$ cat src/rtl/addsub_pkg.sv
// Shared types and constant helpers for the pipelined adder/subtractor.
// stage_t holds the per-stage control bits; data vectors live beside it.
package addsub_pkg;

  localparam int MAX_W = 1024;

  typedef struct packed {
    logic valid;
    logic carry;
    logic a_msb;
    logic bb_msb;
  } stage_t;

  function automatic int stages(input int width, input int seg);
    return width / seg;
  endfunction

  function automatic logic [MAX_W-1:0] sat_max(input int width);
    logic [MAX_W-1:0] m;
    m = '0;
    for (int i = 0; i < width - 1; i++) m[i] = 1'b1;
    return m;
  endfunction

  function automatic logic [MAX_W-1:0] sat_min(input int width);
    logic [MAX_W-1:0] m;
    m = '0;
    m[width-1] = 1'b1;
    return m;
  endfunction

endpackage

$ cat src/rtl/addsub_seg.sv
// Combinational SEG-bit ripple-carry full-adder chain.
// One instance resolves one pipeline stage worth of result bits.
module addsub_seg #(
  parameter int SEG = 4
) (
  input  logic [SEG-1:0] a,
  input  logic [SEG-1:0] b,
  input  logic           ci,
  output logic [SEG-1:0] s,
  output logic           co
);

  logic cy;

  always_comb begin
    s  = '0;
    cy = ci;
    for (int i = 0; i < SEG; i++) begin
      s[i] = a[i] ^ b[i] ^ cy;
      cy   = (a[i] & b[i]) | (cy & (a[i] ^ b[i]));
    end
    co = cy;
  end

endmodule

$ cat src/rtl/pipe_addsub.sv
// Pipelined add/sub, one SEG-bit segment per stage, global-stall handshake.
// Define PIPE_ADDSUB_SATURATE_EN to clamp overflowing results in the last stage.
module pipe_addsub
  import addsub_pkg::*;
#(
  parameter int WIDTH = 16,
  parameter int SEG   = 4
) (
  input  logic             clk,
  input  logic             rst,
  input  logic             in_valid,
  output logic             in_ready,
  input  logic [WIDTH-1:0] a,
  input  logic [WIDTH-1:0] b,
  input  logic             cin,
  input  logic             sub,
  output logic             out_valid,
  input  logic             out_ready,
  output logic [WIDTH-1:0] sum,
  output logic             cout,
  output logic             ovf
);

  localparam int ST = stages(WIDTH, SEG);

  if (WIDTH % SEG != 0 || ST < 1 || ST > 16) begin : g_bad_cfg
    $error("pipe_addsub: WIDTH must be SEG*(1..16)");
  end

`ifdef PIPE_ADDSUB_SATURATE_EN
  localparam logic [WIDTH-1:0] SAT_MAX = WIDTH'(sat_max(WIDTH));
  localparam logic [WIDTH-1:0] SAT_MIN = WIDTH'(sat_min(WIDTH));
`endif

  stage_t           ctl_q [ST];
  stage_t           ctl_d [ST];
  logic [WIDTH-1:0] sum_q [ST];
  logic [WIDTH-1:0] sum_d [ST];
  logic [WIDTH-1:0] a_q   [ST];
  logic [WIDTH-1:0] a_d   [ST];
  logic [WIDTH-1:0] bb_q  [ST];
  logic [WIDTH-1:0] bb_d  [ST];
  logic             ovf_q;
  logic             ovf_d;
  logic             advance;

  assign advance   = !ctl_q[ST-1].valid || out_ready;
  assign in_ready  = advance && !rst;
  assign out_valid = ctl_q[ST-1].valid;
  assign sum       = sum_q[ST-1];
  assign cout      = ctl_q[ST-1].carry;
  assign ovf       = ovf_q;

  for (genvar k = 0; k < ST; k++) begin : g_st
    logic [WIDTH-1:0] src_a;
    logic [WIDTH-1:0] src_bb;
    logic [WIDTH-1:0] src_sum;
    logic [WIDTH-1:0] raw;
    logic [SEG-1:0]   ss;
    logic             src_c;
    logic             src_v;
    logic             src_am;
    logic             src_bm;
    logic             co;

    if (k == 0) begin : g_first
      assign src_a   = a;
      assign src_bb  = sub ? ~b : b;
      assign src_sum = '0;
      assign src_c   = cin ^ sub;
      assign src_v   = in_valid;
      assign src_am  = a[WIDTH-1];
      assign src_bm  = src_bb[WIDTH-1];
    end else begin : g_next
      assign src_a   = a_q[k-1];
      assign src_bb  = bb_q[k-1];
      assign src_sum = sum_q[k-1];
      assign src_c   = ctl_q[k-1].carry;
      assign src_v   = ctl_q[k-1].valid;
      assign src_am  = ctl_q[k-1].a_msb;
      assign src_bm  = ctl_q[k-1].bb_msb;
    end

    addsub_seg #(.SEG(SEG)) u_seg (
      .a  (src_a[SEG-1:0]),
      .b  (src_bb[SEG-1:0]),
      .ci (src_c),
      .s  (ss),
      .co (co)
    );

    // Resolved bits enter at the top; after ST shifts they sit in place.
    assign raw = (src_sum >> SEG) | (WIDTH'(ss) << (WIDTH - SEG));

    assign ctl_d[k] = '{valid: src_v, carry: co,
                        a_msb: src_am, bb_msb: src_bm};
    assign a_d[k]   = src_a >> SEG;
    assign bb_d[k]  = src_bb >> SEG;

    if (k == ST - 1) begin : g_last
      assign ovf_d = (src_am == src_bm) && (ss[SEG-1] != src_am);
`ifdef PIPE_ADDSUB_SATURATE_EN
      assign sum_d[k] = ovf_d ? (src_am ? SAT_MIN : SAT_MAX) : raw;
`else
      assign sum_d[k] = raw;
`endif
    end else begin : g_mid
      assign sum_d[k] = raw;
    end
  end

  always_ff @(posedge clk) begin
    if (rst) begin
      for (int k = 0; k < ST; k++) begin
        ctl_q[k] <= '0;
        sum_q[k] <= '0;
        a_q[k]   <= '0;
        bb_q[k]  <= '0;
      end
      ovf_q <= 1'b0;
    end else if (advance) begin
      for (int k = 0; k < ST; k++) begin
        ctl_q[k] <= ctl_d[k];
        sum_q[k] <= sum_d[k];
        a_q[k]   <= a_d[k];
        bb_q[k]  <= bb_d[k];
      end
      ovf_q <= ovf_d;
    end
  end

endmodule

$ cat config.mk
export PLATFORM = sky130hd
export DESIGN_NAME = pipe_addsub
export DESIGN_NICKNAME = d
export VERILOG_FILES = /design/src/rtl/addsub_pkg.sv /design/src/rtl/addsub_seg.sv /design/src/rtl/pipe_addsub.sv
export SDC_FILE = /design/constraint.sdc
export NUM_CORES = 1
export LEC_CHECK = 0
export CAP_MARGIN = 20
export CORE_AREA = 2 2 73 110
export DETAILED_ROUTE_END_ITERATION = 6
export DIE_AREA = 0 0 75 112
export DONT_BUFFER_PORTS = 1
export PLACE_DENSITY = 0.74
export SYNTH_ARGS = -nofsm -noshare
export SYNTH_HDL_FRONTEND = slang
export SYNTH_SLANG_ARGS = --single-unit
$ cat constraint.sdc
create_clock -name clk -period 12.2 [get_ports clk]
set_clock_uncertainty 0.2 [all_clocks]
set_input_delay 2.44 -clock clk [delete_from_list [all_inputs] [get_ports clk]]
set_output_delay 2.44 -clock clk [all_outputs]
set_load 0.005 [all_outputs]
==> impl_table.tex <==
\begin{tabular}{lr}
\hline
Metric & Value \\
\hline
\multicolumn{2}{l}{\textbf{Routing}} \\
\quad Antenna violation net count after detailed routing & 0 \\
\quad Post-DR wirelength/cell & 14.9 um \\
\quad Number of remaining DRC errors & 0 \\
\quad Post-detailed-route via-to-cell ratio & 5.29 \\
\quad First-iteration detailed-routing DRC count & 166 \\
\quad Total vias in the final route & 1996 \\
\quad Number of detailed-route iterations in the first pass & 4 \\
\quad Overall routed net length & 5630 um \\
\multicolumn{2}{l}{\textbf{Worst setup path}} \\
\quad Kind of cell adding the most delay to the critical path & buffers and inverters \\
\quad Required @ worst endpoint & 9.56 ns \\
\quad Category of the most critical setup path & in2out \\
\quad Number of buffers and inverters on the critical path & 1 \\
\quad Biggest fanout along the worst timing path & 99 \\
\quad FF-to-FF setup slack & 9.29 ns \\
\quad Critical Path Max Stage Delay & 0.78 ns \\
\quad Data arrival at the endpoint of the critical path & 3.45 ns \\
\quad Kind of launch point of the worst setup path & input port \\
\quad Critical path's slowest cell & buf\_4 \\
\quad Worst path cell trace & nor2b\_4, buf\_4, nor2\_1 \\
\quad Crit. End Element & output port \\
\multicolumn{2}{l}{\textbf{CTS}} \\
\quad TritonCTS clock tree & built \\
\quad Hold buffers post-CTS & 0 \\
\quad Post-CTS resize count & 0 \\
\quad Buffers inserted during post-CTS setup optimization & 0 \\
\quad CTS Root Cell & clkbuf\_16 \\
\quad Source-to-sink clock delay at the later pin of the worst-skew pair & 0.33 ns \\
\quad Buffer levels on the longest clock path & 2 \\
\quad Maximum level of the CTS H-tree & 3 \\
\quad Clock transition at the register clock pins on the worst setup and hold paths after CTS & 0.06 ns \\
\quad Number of buffers created by CTS & 9 \\
\quad Clk sink count & 97 \\
\multicolumn{2}{l}{\textbf{Floorplanning}} \\
\quad Die area & 8400 sq um \\
\quad Width of the chip & 75 um \\
\quad Ports placed on the boundary & 58 \\
\quad Core Area & 7470 sq um \\
\quad Die Span Y & 112 um \\
\quad Initial core utilization & 59.0\% \\
\quad Cell Rows & 39 \\
\multicolumn{2}{l}{\textbf{Placed design}} \\
\quad Half-perimeter wire length of the detailed placement result & 3080 um \\
\quad Count of input and output buffers & 0 \\
\quad Final weighted congestion in routability-driven placement & 0.695 \\
\quad Placed Cells incl. Taps & 363 \\
\multicolumn{2}{l}{\textbf{Global routing}} \\
\quad Pin count of the biggest net entering global routing & 101 \\
\quad M1 GR Usage & 20.4\% \\
\quad Final global-route overflow total & 0 \\
\quad Routing usage on met3 & 2.71\% \\
\quad Most congested layer reported by global routing & met2 \\
\quad Number of antenna violations at the first check in global routing & 0 \\
\quad Vias in the first global route & 2040 \\
\quad Overall Global Routing Usage & 15.2\% \\
\quad First-pass GRT wire length & 9540 um \\
\quad Met2 global-route usage & 22.9\% \\
\multicolumn{2}{l}{\textbf{Timing}} \\
\quad Final Hold Fails & 0 \\
\quad Unrepaired setup endpoints after global routing & no \\
\quad Number of setup violations in the final report & 0 \\
\quad Max-slew headroom & 31.9\% \\
\quad Worst-margin pin slew & 1.02 ns \\
\quad Fmax & 164 MHz \\
\quad Post-route minimum period & 6.09 ns \\
\quad Final Slew Violations & 0 \\
\quad Final worst path period share & 50.0\% \\
\quad Total negative slack & 0 ns \\
\multicolumn{2}{l}{\textbf{Yosys}} \\
\quad Cell count after synthesis & 283 \\
\quad Post-synthesis sequential area ratio & 65.9\% \\
\quad Distinct cell type count of the synthesized netlist & 19 \\
\quad Cell Area, Synth & 4400 sq um \\
\quad Avg Inst Size Synth & 15.6 sq um \\
\quad Post-Synthesis Net Count & 338 \\
\quad Count of yosys warnings during synthesis & 0 \\
\quad Count of state elements after synthesis & 97 \\
\multicolumn{2}{l}{\textbf{Finish}} \\
\quad Area used by sequential logic in the layout & 2900 sq um \\
\quad Fraction of layout instances using a drive strength above 1 & 8.36\% \\
\quad Area of the multi-input gates & 1260 sq um \\
\quad Antenna diodes & 0 \\
\quad Final Net Count & 327 \\
\quad Most common cell after layout, fill and taps aside & edfxtp\_1 \\
\quad Final Instance Count excl. Fillers & 377 \\
\quad Filler cell count in the final layout & 552 \\
\quad Top library cells by usage in the layout, fill and taps aside & edfxtp\_1, nor3b\_1, inv\_1 \\
\quad Area growth from synthesis to final layout & 5.51\% \\
\multicolumn{2}{l}{\textbf{Pwr}} \\
\quad Largest vdd supply drop & 0.0955 mV \\
\quad Share of power burned in registers & 59.1\% \\
\quad Leak Pwr & 0.00170 uW \\
\quad Switching part of the total & 18.7\% \\
\quad Internal cell power & 551 uW \\
\quad Ratio of total power to cell area & 146 nW/um\^{}2 \\
\quad Share of power burned in the clock network & 34.9\% \\
\quad NetSw & 127 uW \\
\quad Share of power burned in combinational logic & 6.0\% \\
\multicolumn{2}{l}{\textbf{Min path}} \\
\quad Type of the tightest min-delay check & reg2reg \\
\multicolumn{2}{l}{\textbf{Flow run}} \\
\quad Max-cap violations & 0 \\
\multicolumn{2}{l}{\textbf{Run status}} \\
\quad Run status & completed \\
\hline
\end{tabular}
-- worst min-delay path, stage by stage, from the launching register on --
cell and delay, ns:
dfxtp_1 0.32, nand4bb_1 0.13, o41ai_2 0.07
-- state kept, by name, indices dropped and copies added (netlist names) --
register and count:
sum_q 40, a_q 21, bb_q 21, ctl_q 14, ovf 1
-- power groups by stage --
stage / clock, uW / sequential, uW / combinational [uW]
finish: 237 / 400 / 41.0
floorplan: 0 / 405 / 42.1
detailed placement: 0 / 408 / 41.9
global route: 254 / 403 / 47.4
global placement: 0 / 407 / 40.2
CTS: 243 / 401 / 42.1
-- worst paths after layout --
path                               from                    endpoint  depth (start not counted)
min reg2reg            ovf$_SDFFE_PP0P_            ovf$_SDFFE_PP0P_                          2
max                           out_ready                    in_ready                          3
max reg2reg  ctl_q[0][15]$_SDFFCE_PN0P_  sum_q[0][59]$_SDFFCE_PN0P_                          4
min                    ovf$_SDFFE_PP0P_            ovf$_SDFFE_PP0P_                          2
-- metal layers --
layer / wire (um) / vias up / part of all wire [%]
met5: 0 / - / 0
met4: 123 / 0 / 2.2
met3: 203 / 10 / 3.6
met2: 2820 / 38 / 50
met1: 2490 / 967 / 44
li1: - / 981 / -
-- logic make-up after synthesis --
logic type / synth area share (%)
adders and majority gates: 7.56
and+or+nand+nor: 16.9
AOI/OAI and AO/OA: 0.370
xor gates and xnor gates: 3.58
DFF: 65.9
buffers and inverters: 5.66
-- synth_stat cells --
master	count	share of area [%]
buf_2	10	1.1
buf_4	1	0.17
buf_6	6	1.5
clkbuf_1	7	0.60
dfxtp_1	1	0.45
edfxtp_1	96	65
fa_1	16	7.3
ha_1	1	0.28
inv_1	26	2.2
nand2b_1	1	0.14
nand4bb_1	1	0.26
nor2_1	1	0.085
nor2b_4	1	0.31
nor3_1	14	1.6
nor3_2	9	2.0
nor3b_1	73	12
o41ai_2	1	0.37
xnor2_1	15	3.0
xor2_1	3	0.60
-- final cells by class --
cell class / instances / area share, %
well taps: 102 / 2.75
repair buffers: 2 / 0.323
clock buffers: 12 / 5.09
flip-flops and latches: 97 / 62.5
clock inverters: 2 / 0.162
inverters: 26 / 2.10
multi-input cells: 136 / 27.1
-- per-stage QoR --
stage          setup slack (ns)  power, uW  hold WS [ns]  util [%]  instance area, sq um
2_1_floorplan              6.45        447         0.311         -                  4400
3_5_place_dp               6.07        450         0.376      58.9                  4400
6_report                   6.11        678         0.374      62.2                  4640
4_1_cts                    6.07        686         0.391      62.2                  4640
3_3_place_gp               6.09        447         0.375      58.9                  4400
5_1_grt                    5.97        705         0.424      62.2                  4640
No activity file was read; power rests on OpenSTA's default activity.
